--- src/rtl/qs_pkg.sv ---
// Shared quicksort-engine constants and the bank lifecycle encoding.
package qs_pkg;
  localparam int N = 16;

  typedef enum logic [2:0] {
    BS_IDLE      = 3'd0,
    BS_LOADING   = 3'd1,
    BS_READY     = 3'd2,
    BS_SORTING   = 3'd3,
    BS_SORTED    = 3'd4,
    BS_UNLOADING = 3'd5
  } bank_st_e;
endpackage

--- src/rtl/qs_bank_sched.sv ---
// Round-robin bank lifecycle scheduler for the enqueue, sort and dequeue engines.
// Grant one cycle after req when the bank is in the entry state; otherwise req stalls with no grant.
module qs_bank_sched #(
  parameter int BANKS_N = 4,
  parameter int ID_W    = $clog2(BANKS_N),
  parameter int N_W     = $clog2(qs_pkg::N)
) (
  input  logic                   clk,
  input  logic                   rst,
  input  logic                   enq_req,
  output logic                   enq_gnt_r,
  output logic [ID_W-1:0]        enq_bank_r,
  input  logic                   enq_done,
  input  logic [N_W-1:0]         enq_n,
  input  logic                   srt_req,
  output logic                   srt_gnt_r,
  output logic [ID_W-1:0]        srt_bank_r,
  input  logic                   srt_done,
  output logic [N_W-1:0]         srt_n_r,
  input  logic                   deq_req,
  output logic                   deq_gnt_r,
  output logic [ID_W-1:0]        deq_bank_r,
  input  logic                   deq_done,
  output logic [N_W-1:0]         deq_n_r,
  output logic [3*BANKS_N-1:0]   status_r,
  output logic                   err_r
);
  import qs_pkg::*;

  typedef enum logic {C_FREE = 1'b0, C_OWN = 1'b1} cl_st_e;

  logic [BANKS_N-1:0][2:0]     status_q, status_d;
  logic [BANKS_N-1:0][N_W-1:0] n_q, n_d;
  logic [2:0][ID_W-1:0]        ptr_q, ptr_d;
  logic [2:0][ID_W-1:0]        bank_q, bank_d;
  cl_st_e                      cl_q [3];
  cl_st_e                      cl_d [3];
  logic [N_W-1:0]              srt_n_q, srt_n_d;
  logic [N_W-1:0]              deq_n_q, deq_n_d;
  logic                        err_q, err_d;
  logic [2:0]                  req_v, done_v;

  // Client index: 0 = enqueue, 1 = sort, 2 = dequeue.
  function automatic logic [2:0] entry_st(input int c);
    case (c)
      0:       return BS_IDLE;
      1:       return BS_READY;
      default: return BS_SORTED;
    endcase
  endfunction

  function automatic logic [2:0] busy_st(input int c);
    case (c)
      0:       return BS_LOADING;
      1:       return BS_SORTING;
      default: return BS_UNLOADING;
    endcase
  endfunction

  function automatic logic [2:0] exit_st(input int c);
    case (c)
      0:       return BS_READY;
      1:       return BS_SORTED;
      default: return BS_IDLE;
    endcase
  endfunction

  assign req_v  = {deq_req, srt_req, enq_req};
  assign done_v = {deq_done, srt_done, enq_done};

  // Every check reads pre-edge status, so a bank freed by one client is never re-granted on the same edge.
  always_comb begin
    status_d = status_q;
    n_d      = n_q;
    ptr_d    = ptr_q;
    bank_d   = bank_q;
    cl_d     = cl_q;
    srt_n_d  = srt_n_q;
    deq_n_d  = deq_n_q;
    err_d    = err_q;
    for (int c = 0; c < 3; c++) begin
      if (cl_q[2'(c)] == C_FREE) begin
        if (done_v[2'(c)]) begin
          err_d = 1'b1;
        end else if (req_v[2'(c)] && status_q[ptr_q[2'(c)]] == entry_st(c)) begin
          status_d[ptr_q[2'(c)]] = busy_st(c);
          cl_d[2'(c)]            = C_OWN;
          bank_d[2'(c)]          = ptr_q[2'(c)];
          if (c == 1) srt_n_d = n_q[ptr_q[2'(c)]];
          if (c == 2) deq_n_d = n_q[ptr_q[2'(c)]];
        end
      end else begin
        if (status_q[bank_q[2'(c)]] != busy_st(c)) begin
          err_d = 1'b1;
        end else if (done_v[2'(c)]) begin
          status_d[bank_q[2'(c)]] = exit_st(c);
          cl_d[2'(c)]             = C_FREE;
          ptr_d[2'(c)]            = ptr_q[2'(c)] + 1'b1;
          if (c == 0) n_d[bank_q[2'(c)]] = enq_n;
        end
      end
    end
  end

  always_ff @(posedge clk) begin
    if (!rst) begin
      status_q <= '0;
      n_q      <= '0;
      ptr_q    <= '0;
      bank_q   <= '0;
      for (int c = 0; c < 3; c++) cl_q[c] <= C_FREE;
      srt_n_q  <= '0;
      deq_n_q  <= '0;
      err_q    <= 1'b0;
    end else begin
      status_q <= status_d;
      n_q      <= n_d;
      ptr_q    <= ptr_d;
      bank_q   <= bank_d;
      cl_q     <= cl_d;
      srt_n_q  <= srt_n_d;
      deq_n_q  <= deq_n_d;
      err_q    <= err_d;
    end
  end

  assign enq_gnt_r  = (cl_q[0] == C_OWN);
  assign srt_gnt_r  = (cl_q[1] == C_OWN);
  assign deq_gnt_r  = (cl_q[2] == C_OWN);
  assign enq_bank_r = bank_q[0];
  assign srt_bank_r = bank_q[1];
  assign deq_bank_r = bank_q[2];
  assign srt_n_r    = srt_n_q;
  assign deq_n_r    = deq_n_q;
  assign status_r   = status_q;
  assign err_r      = err_q;
endmodule

--- config.mk ---
export PLATFORM = sky130hd
export DESIGN_NAME = qs_bank_sched
export DESIGN_NICKNAME = d
export VERILOG_FILES = /design/src/rtl/qs_pkg.sv /design/src/rtl/qs_bank_sched.sv
export SDC_FILE = /design/constraint.sdc
export NUM_CORES = 1
export LEC_CHECK = 0
export ABC_AREA = 1
export CORE_AREA = 2 2 94 96
export DETAILED_ROUTE_END_ITERATION = 6
export DIE_AREA = 0 0 96 98
export SLEW_MARGIN = 20
export SYNTH_ARGS = -nofsm -noshare
export SYNTH_HDL_FRONTEND = slang
export SYNTH_SLANG_ARGS = --single-unit
--- constraint.sdc ---
create_clock -name clk -period 2.8 [get_ports clk]
set_input_delay 0.84 -clock clk [delete_from_list [all_inputs] [get_ports clk]]
set_output_delay 0.84 -clock clk [all_outputs]
set_load 0.05 [all_outputs]
==> results of run 1 <==
worst min-delay path, delay by kind of cell, from the launching register on:
family	cells	cell delay, ns
DFF	1	0.31
buffers and inverters	1	0.04
AOI/OAI and AO/OA	1	0.05
cell usage in the layout (no fill, tap or decap):
cell type	count
a211oi_1	4
a21oi_1	45
a21oi_2	2
and2_4	1
buf_4	5
bufinv_16	2
clkbuf_1	1
clkbuf_8	5
clkdlybuf4s50_1	32
conb_1	7
dfxtp_1	43
ha_1	8
inv_1	35
inv_2	7
nand2_1	80
nand2_2	4
nand2_4	1
nand3_1	30
nand3_2	1
nand4_1	7
nand4_4	4
nor2_1	33
nor2_2	3
nor2_4	3
nor2_8	1
nor3_1	3
o21ai_0	12
o21ai_1	13
cell families after synthesis:
group                      count (synthesis)  share of synthesized area, %
other                                      1                         0.151
AOI/OAI and AO/OA                         76                          16.0
DFF                                       43                          34.7
buffers and inverters                     60                          11.1
and+or+nand+nor                          171                          34.1
adders and majority gates                  8                          4.03
cell type report:
| class | instances | area [um^2] |
|---|---|---|
| Clock buffer | 6 | 72.6 |
| Sequential cell | 43 | 861 |
| Inverter | 42 | 158 |
| Timing Repair Buffer | 37 | 358 |
| Tap cell | 108 | 135 |
| Clock inverter | 2 | 60.1 |
| Fill cell | 904 | 5450 |
| Multi-Input combinational cell | 262 | 1370 |
per-layer routing:
layer | share of wire, % | wire, um | GRT usage (%)
met4 | 1.1 | 68 | 3.52
met2 | 48 | 3020 | 23.7
met3 | 3.4 | 215 | 2.39
met1 | 47 | 2930 | 18.9
met5 | 0 | 0 | 0
flip-flops by register name, indices dropped and copies added (netlist names), 2 cells and up:
| register | cells |
|---|---|
| srt_n_r | 4 |
| status_r | 12 |
| srt_bank_r | 2 |
| enq_bank_r | 2 |
| ptr_q | 4 |
| n_q | 16 |
worst min-delay path by stage:
stage	to	slack, ns	cells past startpoint
2_1_floorplan	n_q[0]$_SDFFE_PN0P_	0.42	2
3_3_place_gp	n_q[2]$_SDFFE_PN0P_	0.43	2
3_5_place_dp	n_q[13]$_SDFFE_PN0P_	0.43	2
4_1_cts	n_q[13]$_SDFFE_PN0P_	0.44	2
5_1_grt	n_q[2]$_SDFFE_PN0P_	0.46	2
6_report	n_q[1]$_SDFFE_PN0P_	0.44	2
metrics by stage:
| step | utilization [%] | area [um^2] | hold WS [ns] | total power (W) |
|---|---|---|---|---|
| 2_1_floorplan | - | 2510 | 0.421 | 0.000756 |
| 5_1_grt | 35.6 | 3010 | 0.459 | 0.00140 |
| 3_3_place_gp | 34.0 | 2880 | 0.429 | 0.000792 |
| 6_report | 35.6 | 3010 | 0.442 | 0.00135 |
| 3_5_place_dp | 34.0 | 2880 | 0.433 | 0.000794 |
| 4_1_cts | 35.6 | 3010 | 0.445 | 0.00136 |
where the power goes:
part	leakage, nW	switching (W)	internal [W]
clock network	0.0654	0.000214	0.000357
registers	0.347	0.0000111	0.000618
logic	0.756	0.000105	0.0000447
total	1.17	0.000330	0.00102
==> impl_metrics.env, run 1 <==
export IMPL_run_status="complete, no violations"
export IMPL_gp_congestion=0.931
export IMPL_wl_per_cell_um=12.5
export IMPL_ir_worst_vdd_uv=202
export IMPL_tightest_slew_ns=0.628
export IMPL_setup_worst_path_end="srt_bank_r[1]"
export IMPL_cp_slowest_stage_delay_ns=0.88
export IMPL_fin_cells=500
export IMPL_via_per_inst=4.66
export IMPL_grt_start_max_net_pins=22
export IMPL_antenna_cells=0
export IMPL_r2r_cells=8
export IMPL_endpoint_kind="output port"
export IMPL_syn2layout_area_growth_pct=21.4
export IMPL_synthTopCellsByArea="dfxtp_1 35%, nand2_1 12%, a21oi_1 9.1%"
export IMPL_r2r_start="ptr_q[2]$_SDFFE_PN0P_"
export IMPL_arrival_ns=1.77
export IMPL_worstSkewPairLatency_ns=0.30
export IMPL_grt_pass1_wl_mm=10.6
export IMPL_start_util_pct=29.3
export IMPL_synth_ff_type="dfxtp_1"
export IMPL_die_area_mm2=0.00941
export IMPL_p_per_area_mw_per_mm2=448
export IMPL_skew_ns=0.00951
export IMPL_fin_crit_ns=2.61
export IMPL_drt_iter0_drc=124
export IMPL_fin_crit_sh_pct=93.3
export IMPL_hp_class="reg -> reg"
export IMPL_yosysUniqueCellTypes=27
export IMPL_fin_nets=411
export IMPL_critPathBufInv=1
export IMPL_static_leakage_power_nw=1.17
export IMPL_antenna_found_initial=0
export IMPL_core_rowCount=34
export IMPL_fmax_mhz=383
export IMPL_setup_viol=0
export IMPL_slew_headroom_pct=58.1
export IMPL_crit_required_ns=1.96
export IMPL_cp_slowest_cell="clkdlybuf4s50_1"
export IMPL_cp_depth=1
export IMPL_syn_area_per_cell_um2=6.92
export IMPL_startpoint="srt_bank_r[1]$_SDFFE_PN0P_"
export IMPL_r2r_end="srt_bank_r[0]$_SDFFE_PN0P_"
export IMPL_async_flop_share_pct=0
export IMPL_synth_common_cells="80 x nand2_1, 45 x a21oi_1, 43 x dfxtp_1"
export IMPL_htreeDepth=2
export IMPL_ys_ff_latch=43
export IMPL_synth_warnings=0
export IMPL_syn_cell_area_mm2=0.00248
export IMPL_clockBufferDepth=2
export IMPL_dp_hpwl_mm=4.76
export IMPL_maxCapViolCount=0
export IMPL_vias=2328
export IMPL_gr_total_overflow=0
export IMPL_crit_family="buffers and inverters"
export IMPL_startpoint_type="register"
export IMPL_path_cells="clkdlybuf4s50_1"
export IMPL_setup_ws_ns=0.189
export IMPL_tns_ns=0
export IMPL_drive_gt1_share_pct=9.95
export IMPL_ctsHoldBuffers=0
export IMPL_hold_start="n_q[1]$_SDFFE_PN0P_"
export IMPL_critical_path_class="reg -> out"
export IMPL_die_height_um=98
export IMPL_synth_edf_count=0
export IMPL_drt_total_wl_mm=6.23
export IMPL_die_w_um=96
export IMPL_numPortBuffers=32
export IMPL_worstPathMaxFanout=11
export IMPL_cts_tree="done"
export IMPL_r2r_slack_ns=0.95
export IMPL_root_buffer="clkbuf_8"
export IMPL_grt_util_all_layers_pct=14.2
export IMPL_clkTransAtPathRegs_ns=0.08
export IMPL_synth_top_area_share_pct=34.7
export IMPL_cts_sinks=43
export IMPL_yosysTopAreaCell="dfxtp_1"
export IMPL_ios=42
export IMPL_hold_viol_final=0
export IMPL_synth_most_common_cell="nand2_1"
export IMPL_rsz0062_at_grt="no"
export IMPL_drc=0
export IMPL_cts_buffers=5
export IMPL_pre_cts_ws_ns=0.347
export IMPL_postCtsSetupBuffers=0
export IMPL_placed_cells=492
export IMPL_grt_pass1_vias=2188
export IMPL_core_area_mm2=0.00847
export IMPL_antenna_left=0
export IMPL_cts_resized=0
export IMPL_drv_slew=0
export IMPL_syn_inst=359
export IMPL_dr_pass1_iters=4
export IMPL_ys_seq_area_share_pct=34.7
No activity file was read; power rests on OpenSTA's default activity.
==> run 2, diff against run 1 <==
CTS_CLUSTER_SIZE = 12   (was default)
GPL_TIMING_DRIVEN = 0   (was default)
clock period = 3.3 ns   (was 2.8 ns; I/O delays follow)
==> run 2 against run 1 <==
Non-clock buffer count up 13. Critical endpoint is now status_r[9]. Die area is the same. Cell area rose by 1.0%. Core utilization increased by 0.37 points. Critical path depth is the same. First-iteration DRC count is 35% higher. Register-to-register slack improved by 0.64 ns. Setup slack gained 0.50 ns. Clock power down 42%. Combinational power shrank 8%. Cell count up 2.6%. Critical path type unchanged.
==> impl_metrics.env, run 2 (synthesis gave the netlist of run 1 again) <==
export IMPL_fillCellCount=905
export IMPL_grt_pass1_vias=2267
export IMPL_numPortBuffers=32
export IMPL_core_area_mm2=0.00847
export IMPL_ctsHoldBuffers=0
export IMPL_grt_util_all_layers_pct=14.5
export IMPL_clkTransAtPathRegs_ns=0.08
export IMPL_cp_slowest_stage_delay_ns=0.86
export IMPL_multi_input_area_mm2=0.00137
export IMPL_ir_worst_vdd_uv=182
export IMPL_drive_gt1_share_pct=12.1
export IMPL_dp_hpwl_mm=5.02
export IMPL_cts_resized=0
export IMPL_drt_iter0_drc=168
export IMPL_skew_ns=0.00639
export IMPL_grt_start_max_net_pins=14
export IMPL_wl_per_cell_um=12.6
export IMPL_crit_family="buffers and inverters"
export IMPL_syn2layout_area_growth_pct=22.6
export IMPL_startpoint_type="register"
export IMPL_gr_total_overflow=0
export IMPL_fin_crit_sh_pct=79.2
export IMPL_critPathBufInv=1
export IMPL_antenna_cells=0
export IMPL_htreeDepth=2
export IMPL_holdWs_ns=0.445
export IMPL_setup_ws_ns=0.686
export IMPL_cp_slowest_cell="clkdlybuf4s50_1"
export IMPL_crit_required_ns=2.31
export IMPL_fin_crit_ns=2.61
export IMPL_hold_viol_final=0
export IMPL_fmax_mhz=383
export IMPL_dr_pass1_iters=4
export IMPL_die_w_um=96
export IMPL_drt_total_wl_mm=6.45
export IMPL_fin_nets=424
export IMPL_drc=0
export IMPL_cts_sinks=43
export IMPL_hp_class="reg -> reg"
export IMPL_antenna_found_initial=0
export IMPL_root_buffer="clkbuf_8"
export IMPL_largest_reg_flops=16
export IMPL_path_cells="clkdlybuf4s50_1"
export IMPL_top_register="n_q"
export IMPL_gp_congestion=0.892
export IMPL_maxCapViolCount=0
export IMPL_cts_buffers=5
export IMPL_grt_pass1_wl_mm=10.8
export IMPL_setup_viol=0
export IMPL_final_common_cell="nand2_1"
export IMPL_p_per_area_mw_per_mm2=328
export IMPL_worstSkewPairLatency_ns=0.30
export IMPL_drv_slew=0
export IMPL_arrival_ns=1.62
export IMPL_antenna_left=0
export IMPL_core_rowCount=34
export IMPL_die_height_um=98
export IMPL_static_leakage_power_nw=1.20
export IMPL_start_util_pct=29.3
export IMPL_die_area_mm2=0.00941
export IMPL_clockBufferDepth=2
export IMPL_slew_headroom_pct=57.3
export IMPL_via_per_inst=4.62
export IMPL_run_status="complete, no violations"
export IMPL_tightest_slew_ns=0.640
export IMPL_endpoint_kind="output port"
export IMPL_rsz0062_at_grt="no"
export IMPL_tns_ns=0
export IMPL_ios=42
export IMPL_worstPathMaxFanout=6
export IMPL_pre_cts_ws_ns=0.701
export IMPL_seqCellArea_um2=861
export IMPL_final_cell_mix="80 x nand2_1, 45 x a21oi_1, 43 x dfxtp_1"
export IMPL_vias=2372
export IMPL_cts_tree="done"
export IMPL_critical_path_class="reg -> out"
export IMPL_postCtsSetupBuffers=0
[run 2: area by class of cell]
cell class / instances / share of cell area [%]
buffer: 18 / 3.86
clock inverter: 3 / 0.493
timing repair buffer: 32 / 10.5
sequential: 43 / 28.3
inverter: 42 / 5.18
multi-input combinational: 262 / 45.0
clock buffer: 5 / 2.26
tap: 108 / 4.44
[run 2: power breakdown]
| part | switching [W] | total (W) | internal (W) |
|---|---|---|---|
| Combinational | 0.0000930 | 0.000137 | 0.0000443 |
| Sequential | 0.00000754 | 0.000532 | 0.000525 |
| Clock | 0.000183 | 0.000328 | 0.000145 |
| Total | 0.000284 | 0.000998 | 0.000714 |
[run 2: layer usage]
layer  up-vias  GRT usage, %  share of wire, %
met3        11          2.47               4.0
met1      1061          18.9                45
met4         0          4.84               2.1
met2        52          24.0                49
met5         -             0                 0
li1       1248             -                 -
[run 2: worst paths after layout]
kind                                             start                endpoint  slack, ns  cells after the start
worst min register to register     n_q[0]$_SDFFE_PN0P_     n_q[0]$_SDFFE_PN0P_       0.45                      2
worst max-delay path            status_r[9]$_SDFF_PN0_             status_r[9]       0.69                      1
worst max register to register   ptr_q[3]$_SDFFE_PN0P_  status_r[1]$_SDFF_PN0_       1.59                      7
worst min-delay path               n_q[0]$_SDFFE_PN0P_     n_q[0]$_SDFFE_PN0P_       0.45                      2
[run 2: metrics by stage]
stage | cells | total power (W) | util [%] | cell area [um^2]
2_1_floorplan | 365 | 0.000642 | - | 2510
3_3_place_gp | 505 | 0.000681 | 35.0 | 2960
3_5_place_dp | 505 | 0.000682 | 35.0 | 2960
4_1_cts | 513 | 0.00101 | 36.0 | 3050
5_1_grt | 513 | 0.00104 | 36.0 | 3050
6_report | 513 | 0.000998 | 36.0 | 3050
